==> config.mk <==
export PLATFORM = sky130hd
export DESIGN_NAME = seq_frame_detector_flat
export DESIGN_NICKNAME = d
export VERILOG_FILES = /design/src/rtl/seq_frame_detector_if.sv /design/src/rtl/seq_frame_detector.sv /design/src/flat_wrapper.sv
export SDC_FILE = /design/constraint.sdc
export NUM_CORES = 1
export LEC_CHECK = 0
export ABC_AREA = 1
export CAP_MARGIN = 20
export CORE_ASPECT_RATIO = 1.1
export CORE_MARGIN = 3
export CORE_UTILIZATION = 52
export DETAILED_ROUTE_END_ITERATION = 8
export GPL_ROUTABILITY_DRIVEN = 0
export GPL_TIMING_DRIVEN = 0
export PLACE_DENSITY = 0.78
export SYNTH_ARGS = -nofsm -noshare
export SYNTH_HDL_FRONTEND = slang
export SYNTH_SLANG_ARGS = --single-unit
==> constraint.sdc <==
create_clock -name clk -period 1.66 [get_ports clk]
set_clock_uncertainty 0.05 [all_clocks]
set_input_delay 0.166 -clock clk [delete_from_list [all_inputs] [get_ports clk]]
set_output_delay 0.166 -clock clk [all_outputs]
set_load 0.02 [all_outputs]
==> src/rtl/seq_frame_detector_if.sv <==
`default_nettype none
// ============================================================================
// Module   : seq_frame_detector_if
// Purpose  : Bundles the serial stream, bit-rate enable and the detector's
//            payload/frame status outputs.
// Ports    : serIn, clkEn                 - serial bit and bit-rate enable
//            serOut, serOutValid, countOut - forwarded payload bit and index
//            frameDone, frameCount         - frame completion pulse / count
// Modports : master - drives the stream, observes status (upstream / bench)
//            slave  - the detector itself
// Revision : 1.0 - initial release
// ============================================================================
interface seq_frame_detector_if #(
    parameter int CNT_W  = 4,
    parameter int FCNT_W = 8
);
    logic              serIn;
    logic              clkEn;
    logic              serOut;
    logic              serOutValid;
    logic [CNT_W-1:0]  countOut;
    logic              frameDone;
    logic [FCNT_W-1:0] frameCount;

    modport master (
        output serIn, clkEn,
        input  serOut, serOutValid, countOut, frameDone, frameCount
    );

    modport slave (
        input  serIn, clkEn,
        output serOut, serOutValid, countOut, frameDone, frameCount
    );
endinterface
`default_nettype wire

==> src/rtl/seq_frame_detector.sv <==
`default_nettype none
// ============================================================================
// Module   : seq_frame_detector
// Purpose  : Hunts a serial stream for a PAT_LEN-bit start pattern (MSB first,
//            overlapping matches allowed), then forwards the next PAYLOAD_LEN
//            enabled bits as valid payload and re-arms. Counts frames.
// Ports    : clk - rising-edge clock
//            rst - asynchronous active-high reset
//            bus - slave side of seq_frame_detector_if (stream in, payload
//                  bit/valid/index out, frame done pulse, saturating count)
// Revision : 1.0 - initial release
// ============================================================================
module seq_frame_detector #(
    parameter int                 PAT_LEN     = 6,
    parameter logic [PAT_LEN-1:0] PATTERN     = 6'b110101,
    parameter int                 PAYLOAD_LEN = 10,
    parameter int                 CNT_W       = 4,
    parameter int                 FCNT_W      = 8
) (
    input  wire logic            clk,
    input  wire logic            rst,
    seq_frame_detector_if.slave  bus
);

    typedef enum logic [0:0] {
        ST_HUNT    = 1'b0,
        ST_PAYLOAD = 1'b1
    } state_t;

    localparam int                c_hc_w       = $clog2(PAT_LEN + 1);
    localparam logic [c_hc_w-1:0] c_hist_full  = c_hc_w'(PAT_LEN);
    localparam logic [c_hc_w-1:0] c_hist_match = c_hc_w'(PAT_LEN - 1);
    localparam logic [c_hc_w-1:0] c_hc_one     = c_hc_w'(1);
    localparam logic [CNT_W-1:0]  c_cnt_last   = CNT_W'(PAYLOAD_LEN - 1);
    localparam logic [CNT_W-1:0]  c_cnt_one    = CNT_W'(1);
    localparam logic [FCNT_W-1:0] c_fcnt_one   = FCNT_W'(1);

    state_t              r_state_q,       w_state_d;
    // Only the newest PAT_LEN-1 received bits need to be kept: the window
    // compared against PATTERN is these bits plus the bit arriving now.
    logic [PAT_LEN-2:0]  r_hist_q,        w_hist_d;
    logic [c_hc_w-1:0]   r_hist_cnt_q,    w_hist_cnt_d;
    logic [CNT_W-1:0]    r_count_q,       w_count_d;
    logic                r_frame_done_q,  w_frame_done_d;
    logic [FCNT_W-1:0]   r_frame_count_q, w_frame_count_d;

    logic [PAT_LEN-1:0]  w_window;
    logic                w_match;

    assign w_window = {r_hist_q, bus.serIn};

    // histCnt qualifier keeps reset-cleared history from posing as real bits.
    assign w_match  = bus.clkEn
                   && (r_state_q == ST_HUNT)
                   && (w_window == PATTERN)
                   && (r_hist_cnt_q >= c_hist_match);

    always_ff @(posedge clk or posedge rst) begin
        if (rst) begin
            r_state_q       <= ST_HUNT;
            r_hist_q        <= '0;
            r_hist_cnt_q    <= '0;
            r_count_q       <= '0;
            r_frame_done_q  <= 1'b0;
            r_frame_count_q <= '0;
        end else begin
            r_state_q       <= w_state_d;
            r_hist_q        <= w_hist_d;
            r_hist_cnt_q    <= w_hist_cnt_d;
            r_count_q       <= w_count_d;
            r_frame_done_q  <= w_frame_done_d;
            r_frame_count_q <= w_frame_count_d;
        end
    end

    always_comb begin
        w_state_d       = r_state_q;
        w_hist_d        = r_hist_q;
        w_hist_cnt_d    = r_hist_cnt_q;
        w_count_d       = r_count_q;
        w_frame_done_d  = 1'b0;      // single-cycle pulse, cleared every clk
        w_frame_count_d = r_frame_count_q;

        case (r_state_q)
            ST_HUNT: begin
                if (bus.clkEn) begin
                    if (w_match) begin
                        // History is flushed so re-arming needs a full pattern.
                        w_state_d    = ST_PAYLOAD;
                        w_count_d    = '0;
                        w_hist_d     = '0;
                        w_hist_cnt_d = '0;
                    end else begin
                        w_hist_d = w_window[PAT_LEN-2:0];
                        if (r_hist_cnt_q != c_hist_full) begin
                            w_hist_cnt_d = r_hist_cnt_q + c_hc_one;
                        end
                    end
                end
            end

            ST_PAYLOAD: begin
                if (bus.clkEn) begin
                    if (r_count_q == c_cnt_last) begin
                        w_state_d      = ST_HUNT;
                        w_count_d      = '0;
                        w_frame_done_d = 1'b1;
                        if (r_frame_count_q != {FCNT_W{1'b1}}) begin
                            w_frame_count_d = r_frame_count_q + c_fcnt_one;
                        end
                    end else begin
                        w_count_d = r_count_q + c_cnt_one;
                    end
                end
            end

            default: begin
                w_state_d    = ST_HUNT;
                w_count_d    = '0;
                w_hist_d     = '0;
                w_hist_cnt_d = '0;
            end
        endcase
    end

    assign bus.serOut      = bus.serIn;
    assign bus.serOutValid = (r_state_q == ST_PAYLOAD);
    assign bus.countOut    = r_count_q;
    assign bus.frameDone   = r_frame_done_q;
    assign bus.frameCount  = r_frame_count_q;

endmodule
`default_nettype wire
==> src/flat_wrapper.sv <==
// flat-port wrapper written by rule: the top's interface ports become plain ports
module seq_frame_detector_flat 
#(
    parameter int                 PAT_LEN     = 6,
    parameter logic [PAT_LEN-1:0] PATTERN     = 6'b110101,
    parameter int                 PAYLOAD_LEN = 10,
    parameter int                 CNT_W       = 4,
    parameter int                 FCNT_W      = 8
)
  (clk, rst, bus_serIn, bus_clkEn, bus_serOut, bus_serOutValid, bus_countOut, bus_frameDone, bus_frameCount);
  seq_frame_detector_if #(.CNT_W(CNT_W), .FCNT_W(FCNT_W)) bus_i ();
  input  wire logic clk;
  input  wire logic rst;
  input wire logic [$bits(bus_i.serIn)-1:0] bus_serIn;
  input wire logic [$bits(bus_i.clkEn)-1:0] bus_clkEn;
  output wire logic [$bits(bus_i.serOut)-1:0] bus_serOut;
  output wire logic [$bits(bus_i.serOutValid)-1:0] bus_serOutValid;
  output wire logic [$bits(bus_i.countOut)-1:0] bus_countOut;
  output wire logic [$bits(bus_i.frameDone)-1:0] bus_frameDone;
  output wire logic [$bits(bus_i.frameCount)-1:0] bus_frameCount;
  assign bus_i.serIn = bus_serIn;
  assign bus_i.clkEn = bus_clkEn;
  assign bus_serOut = bus_i.serOut;
  assign bus_serOutValid = bus_i.serOutValid;
  assign bus_countOut = bus_i.countOut;
  assign bus_frameDone = bus_i.frameDone;
  assign bus_frameCount = bus_i.frameCount;
  seq_frame_detector #(.PAT_LEN(PAT_LEN), .PATTERN(PATTERN), .PAYLOAD_LEN(PAYLOAD_LEN), .CNT_W(CNT_W), .FCNT_W(FCNT_W)) u_core (.clk(clk), .rst(rst), .bus(bus_i));
endmodule
==> results of run 1 <==
-- layout by cell type (no fill, tap or decap), types with 3 or more instances in the layout --
cell             netlist  final
clkbuf_4               0      3
inv_1                 18     18
nand3_1               10      9
xnor2_1                3      3
ha_1                   6      6
nand4_1                5      5
nand2_1               60     60
dfrtp_1               22     22
dlymetal6s2s_1         0      4
xor2_1                 4      4
o21ai_0                8      8
nor2_1                 9      9
clkdlybuf4s50_1        0     13
-- flip-flops by register name (all words and copies together) (netlist names) --
register                cells
u_core.bus.countOut         4
u_core.r_hist_q             5
u_core.bus.frameCount       8
u_core.r_hist_cnt_q         3
u_core.bus.frameDone        1
u_core.bus.serOutValid      1
-- per-stage QoR --
stage | worst slack, ns | hold slack, ns
after global placement | 0.0569 | 0.445
after floorplan | 0.207 | 0.105
after global routing | 0.00611 | 0.334
after detailed placement | 0.0429 | 0.459
after CTS | 0.00275 | 0.299
final | 0.0737 | 0.272
-- cell type report --
cell class / instances / area [um2] / share of cell area, %
Buffer: 2 / 12.5 / 0.850
Clock buffer: 4 / 36.3 / 2.46
Inverter: 19 / 71.3 / 4.84
Multi-Input combinational cell: 111 / 571 / 38.7
Sequential cell: 22 / 551 / 37.4
Tap cell: 28 / 35.0 / 2.38
Timing Repair Buffer: 19 / 196 / 13.3
-- worst max-delay path by stage --
stage / from / endpoint / slack (ns)
floorplan: u_core.bus.frameCount[0] / u_core.bus.frameCount[2] / 0.21
global placement: bus_clkEn / u_core.bus.countOut[1] / 0.06
detailed placement: bus_clkEn / u_core.bus.countOut[0] / 0.04
CTS: u_core.bus.frameCount[5] / bus_frameCount[5] / 0.003
global route: u_core.bus.countOut[1] / bus_countOut[1] / 0.006
finish: u_core.bus.countOut[2] / bus_countOut[2] / 0.07
-- where the power goes --
group	switching, mW	leakage [nW]	internal (mW)
Sequential	0.0799	0.295	0.602
Clock	0.156	0.0210	0.134
Combinational	0.196	0.519	0.154
-- kinds of logic after synthesis --
logic type	count (synthesis)	synth area share [%]
compound gates	9	3.86
fa+ha+maj	6	6.26
buf+inv	21	6.99
flops	22	45.9
simple gates	89	31.9
xor+xnor	7	5.11
-- metal layers --
| layer | vias to the layer above | global-route usage (%) |
|---|---|---|
| met5 | - | 0 |
| met4 | 0 | 6.74 |
| met3 | 2 | 2.92 |
| met2 | 22 | 31.5 |
| met1 | 494 | 22.1 |
| li1 | 528 | - |
-- timing repair --
| item | 4_1_cts | 5_1_grt |
|---|---|---|
| resized for setup | 1 | 5 |
| endpoints found under the setup margin | 1 | 8 |
| setup buffers | 0 | 1 |
==> run summary, run 1 <==
Status = finished, final reports clean
Root Buffer Master = clkbuf_4
Initial DRC Count = 12
Layout net count = 188
Reg2Reg Setup Slack = 0.17 ns
Cell Rows = 17
Die area = 2920 um2
Share of layout cells above drive strength 1 = 7.34%
Seq/Total Area, Yosys = 45.9%
Max-Cap Viols = 0
Largest net degree at the start of global routing = 23
# hold bufs at CTS = 0
Routed WL = 2320 um
Clock Latency Late Sink = 0.30 ns
Met1 WL = 1060 um
CP required = 1.44 ns
Worst vdd ir = 0.000770 V
Final Core Density = 69.9%
Max incr delay on CP = 0.63 ns
Final Non-Filler Cells = 205
Initial antenna violation count = 0
Placed cells = 200
Area post-placement = 1420 um2
Post-DP HPWL = 1710 um
Yosys cell types = 19
IO Count = 19
Leak = 0.835 nW
Highest Signal Layer = met4
Critical Path Source Type = flop
Clock transition at path regs = 0.12 ns
Initial Util = 57.0%
CTS tree = built
Worst EP arrival = 1.37 ns
Met3 routed WL = 94 um
Reg2reg path depth = 8
Most frequent cells after synthesis = nand2_1 (60), dfrtp_1 (22), inv_1 (18), nand3_1 (10), nor2_1 (9)
Tmin final = 1.59 ns
Antenna Nets Post-Route = 0
GRT overflow = 0
Tot Pwr = 1.32 mW
FF-to-FF End = u_core.bus.frameCount[2]
Relative slew slack = 46.4%
IO Port Bufs = 18
Num CTS Buffers = 3
Vias per cell = 5.10
Number of synthesized flops with an enable pin = 0
Crit-path slowest cell = clkdlybuf4s50_1
Top cell type by total area after synthesis = dfrtp_1
Final Cycle Share = 95.6%
Met2 routed WL = 1150 um
Syn avg cell area = 7.79 um2
# diodes = 0
Placeable Area = 2110 um2
CP Depth = 1
Critical-path maximum fanout = 5
Buf/Inv on CP = 1
DR vias = 1046
Most common cell in the netlist = nand2_1
Pre-antenna DRT Iters = 4
Final hold vios = 0
Hold Crit Class = in -> async
First-pass GRT wire length = 4130 um
Main flop type after synthesis = dfrtp_1
Synth Cell Area = 1200 um2
Filler cells = 181
Synth Register Bits = 22
Die width = 51.8 um
Clock Path Buffers = 2
Ranking of synthesized cells by area = dfrtp_1 (46%), nand2_1 (19%), ha_1 (6.3%)
Setup TNS = 0 ns
Worst slew pin tran = 0.803 ns
Peak Freq = 630 MHz
Worst setup EP type = primary output
Max Transition Viols Final = 0
Crit-path leading delay family = buffers and inverters
Total clock sinks = 22
Yosys synthesis warning count = 0
Endpoints failing setup = 0
Post-route cell area = 1470 um2
Drt drc = 0
GRT Util Overall = 18.1%
Syn Nets = 164
RSZ-0062 raised after global routing = no
Crit Path Class = reg -> out
Cells after synthesis = 154
Area growth syn-to-layout = 22.7%
PwrDens = 897 nW/um2
RR Startpoint = u_core.bus.frameCount[0]
Crit path cell chain = clkdlybuf4s50_1
Vias in the first global route = 988
H-tree depth = 1
Fraction of registers with async set/reset = 100%
Synth top area share = 45.9%
Avg WL per Cell = 11.3 um
Die H = 56.4 um
(Power assumes the default switching activity.)
==> run 2, diff against run 1 <==
--- a/config.mk
+++ b/config.mk
@@ -13,6 +13,7 @@
 export DETAILED_ROUTE_END_ITERATION = 8
 export GPL_ROUTABILITY_DRIVEN = 0
 export GPL_TIMING_DRIVEN = 0
+export MAX_ROUTING_LAYER = met4
 export PLACE_DENSITY = 0.78
 export SYNTH_ARGS = -nofsm -noshare
 export SYNTH_HDL_FRONTEND = slang
==> run summary, run 2 (synthesis gave the netlist of run 1 again) <==
Die area = 2920 um2
Share of layout cells above drive strength 1 = 7.34%
Relative slew slack = 45.9%
Buf/Inv on CP = 1
Antenna Nets Post-Route = 0
Placed cells = 200
Clock transition at path regs = 0.12 ns
Final Cycle Share = 95.6%
Total clock sinks = 22
Setup TNS = 0 ns
FF-to-FF End = u_core.r_hist_cnt_q[2]
Area growth syn-to-layout = 22.7%
Placeable Area = 2110 um2
Post-DP HPWL = 1710 um
Status = finished, final reports clean
Multi-input logic area = 571 um2
Register area = 551 um2
IO Port Bufs = 18
Hold Crit Class = in -> async
Layout net count = 188
Vias per cell = 5.08
Worst setup EP type = primary output
Worst EP arrival = 1.37 ns
IO Count = 19
GRT Util Overall = 18.6%
Filler cells = 181
Tot Pwr = 1.32 mW
Avg WL per Cell = 11.4 um
Max incr delay on CP = 0.63 ns
Initial antenna violation count = 0
Drt drc = 0
# diodes = 0
Final hold vios = 0
Critical Path Source Type = flop
DR vias = 1041
Tmin final = 1.59 ns
Reg2Reg Setup Slack = 0.17 ns
Leak = 0.835 nW
# hold bufs at CTS = 0
Worst vdd ir = 0.000771 V
Cell Rows = 17
GRT overflow = 0
Crit-path leading delay family = buffers and inverters
PwrDens = 898 nW/um2
Commonest non-fill, non-tap cell in the layout = nand2_1
H-tree depth = 1
Largest register FFs = 8
Worst slew pin tran = 0.810 ns
Clock Path Buffers = 2
Peak Freq = 630 MHz
RSZ-0062 raised after global routing = no
Routed WL = 2340 um
Pre-antenna DRT Iters = 4
Die width = 51.8 um
Initial DRC Count = 11
Reg2reg path depth = 7
Die H = 56.4 um
Num CTS Buffers = 3
CP required = 1.44 ns
Clock Latency Late Sink = 0.30 ns
CTS tree = built
Vias in the first global route = 988
Root Buffer Master = clkbuf_4
Critical-path maximum fanout = 5
Crit Path Class = reg -> out
Final Non-Filler Cells = 205
First-pass GRT wire length = 4130 um
Max-Cap Viols = 0
Endpoints failing setup = 0
Largest net degree at the start of global routing = 23
Max Transition Viols Final = 0
Commonest cells after routing, fill and taps aside = nand2_1 (60), dfrtp_1 (22), inv_1 (18)
RR Startpoint = u_core.r_hist_cnt_q[0]
Crit-path slowest cell = clkdlybuf4s50_1
Initial Util = 57.0%
Crit path cell chain = clkdlybuf4s50_1
==> run 2: final cells by class <==
cell class / count / area share, %
sequential: 22 / 37.4
clock buffer: 4 / 2.46
buffer: 2 / 0.850
multi-input combinational: 111 / 38.7
inverter: 19 / 4.84
timing repair buffer: 19 / 13.3
tap: 28 / 2.38
==> run 2: repair_timing <==
item | in CTS | in global routing
pin swaps | 0 | 0
setup buffers | 0 | 1
resized for setup | 1 | 5
cloned | 0 | 0
setup endpoints to repair | 1 | 8
==> run 2: where the power goes <==
group	switching, mW	internal, mW
logic	0.196	0.154
registers	0.0800	0.602
clock network	0.157	0.134
total	0.433	0.889
==> run 2: per-stage QoR <==
step	hold WS (ns)	worst slack, ns	util (%)	cell area [um2]
2_1_floorplan	0.105	0.207	-	1200
3_3_place_gp	0.445	0.0569	67.2	1420
3_5_place_dp	0.459	0.0429	67.2	1420
4_1_cts	0.299	0.00275	68.9	1450
5_1_grt	0.342	0.00611	69.9	1470
6_report	0.271	0.0730	69.9	1470
==> run 2: worst reg2reg max path, cell delays in order (launching register included) <==
cell     delay (ns)
dfrtp_1        0.44
ha_1           0.22
or2_2          0.29
nand3_2        0.14
nand2_1        0.07
nand2_1        0.11
nand2_1        0.07
nand2_1        0.06
==> run 2: worst max-delay path by stage <==
stage / startpoint / to / slack, ns / cells past startpoint
floorplan: u_core.bus.frameCount[0] / u_core.bus.frameCount[2] / 0.21 / 8
global placement: bus_clkEn / u_core.bus.countOut[1] / 0.06 / 6
detailed placement: bus_clkEn / u_core.bus.countOut[0] / 0.04 / 6
CTS: u_core.bus.frameCount[5] / bus_frameCount[5] / 0.003 / 1
global route: u_core.bus.countOut[1] / bus_countOut[1] / 0.006 / 1
finish: u_core.bus.countOut[2] / bus_countOut[2] / 0.07 / 1
==> run 2: routing by layer <==
layer  wire length, um  up-vias  track usage (%)
met5                 0        -                -
met4                17        0             6.74
met3                82        2             2.65
met2              1150       20             31.5
met1              1090      492             22.2
li1                  -      527                -
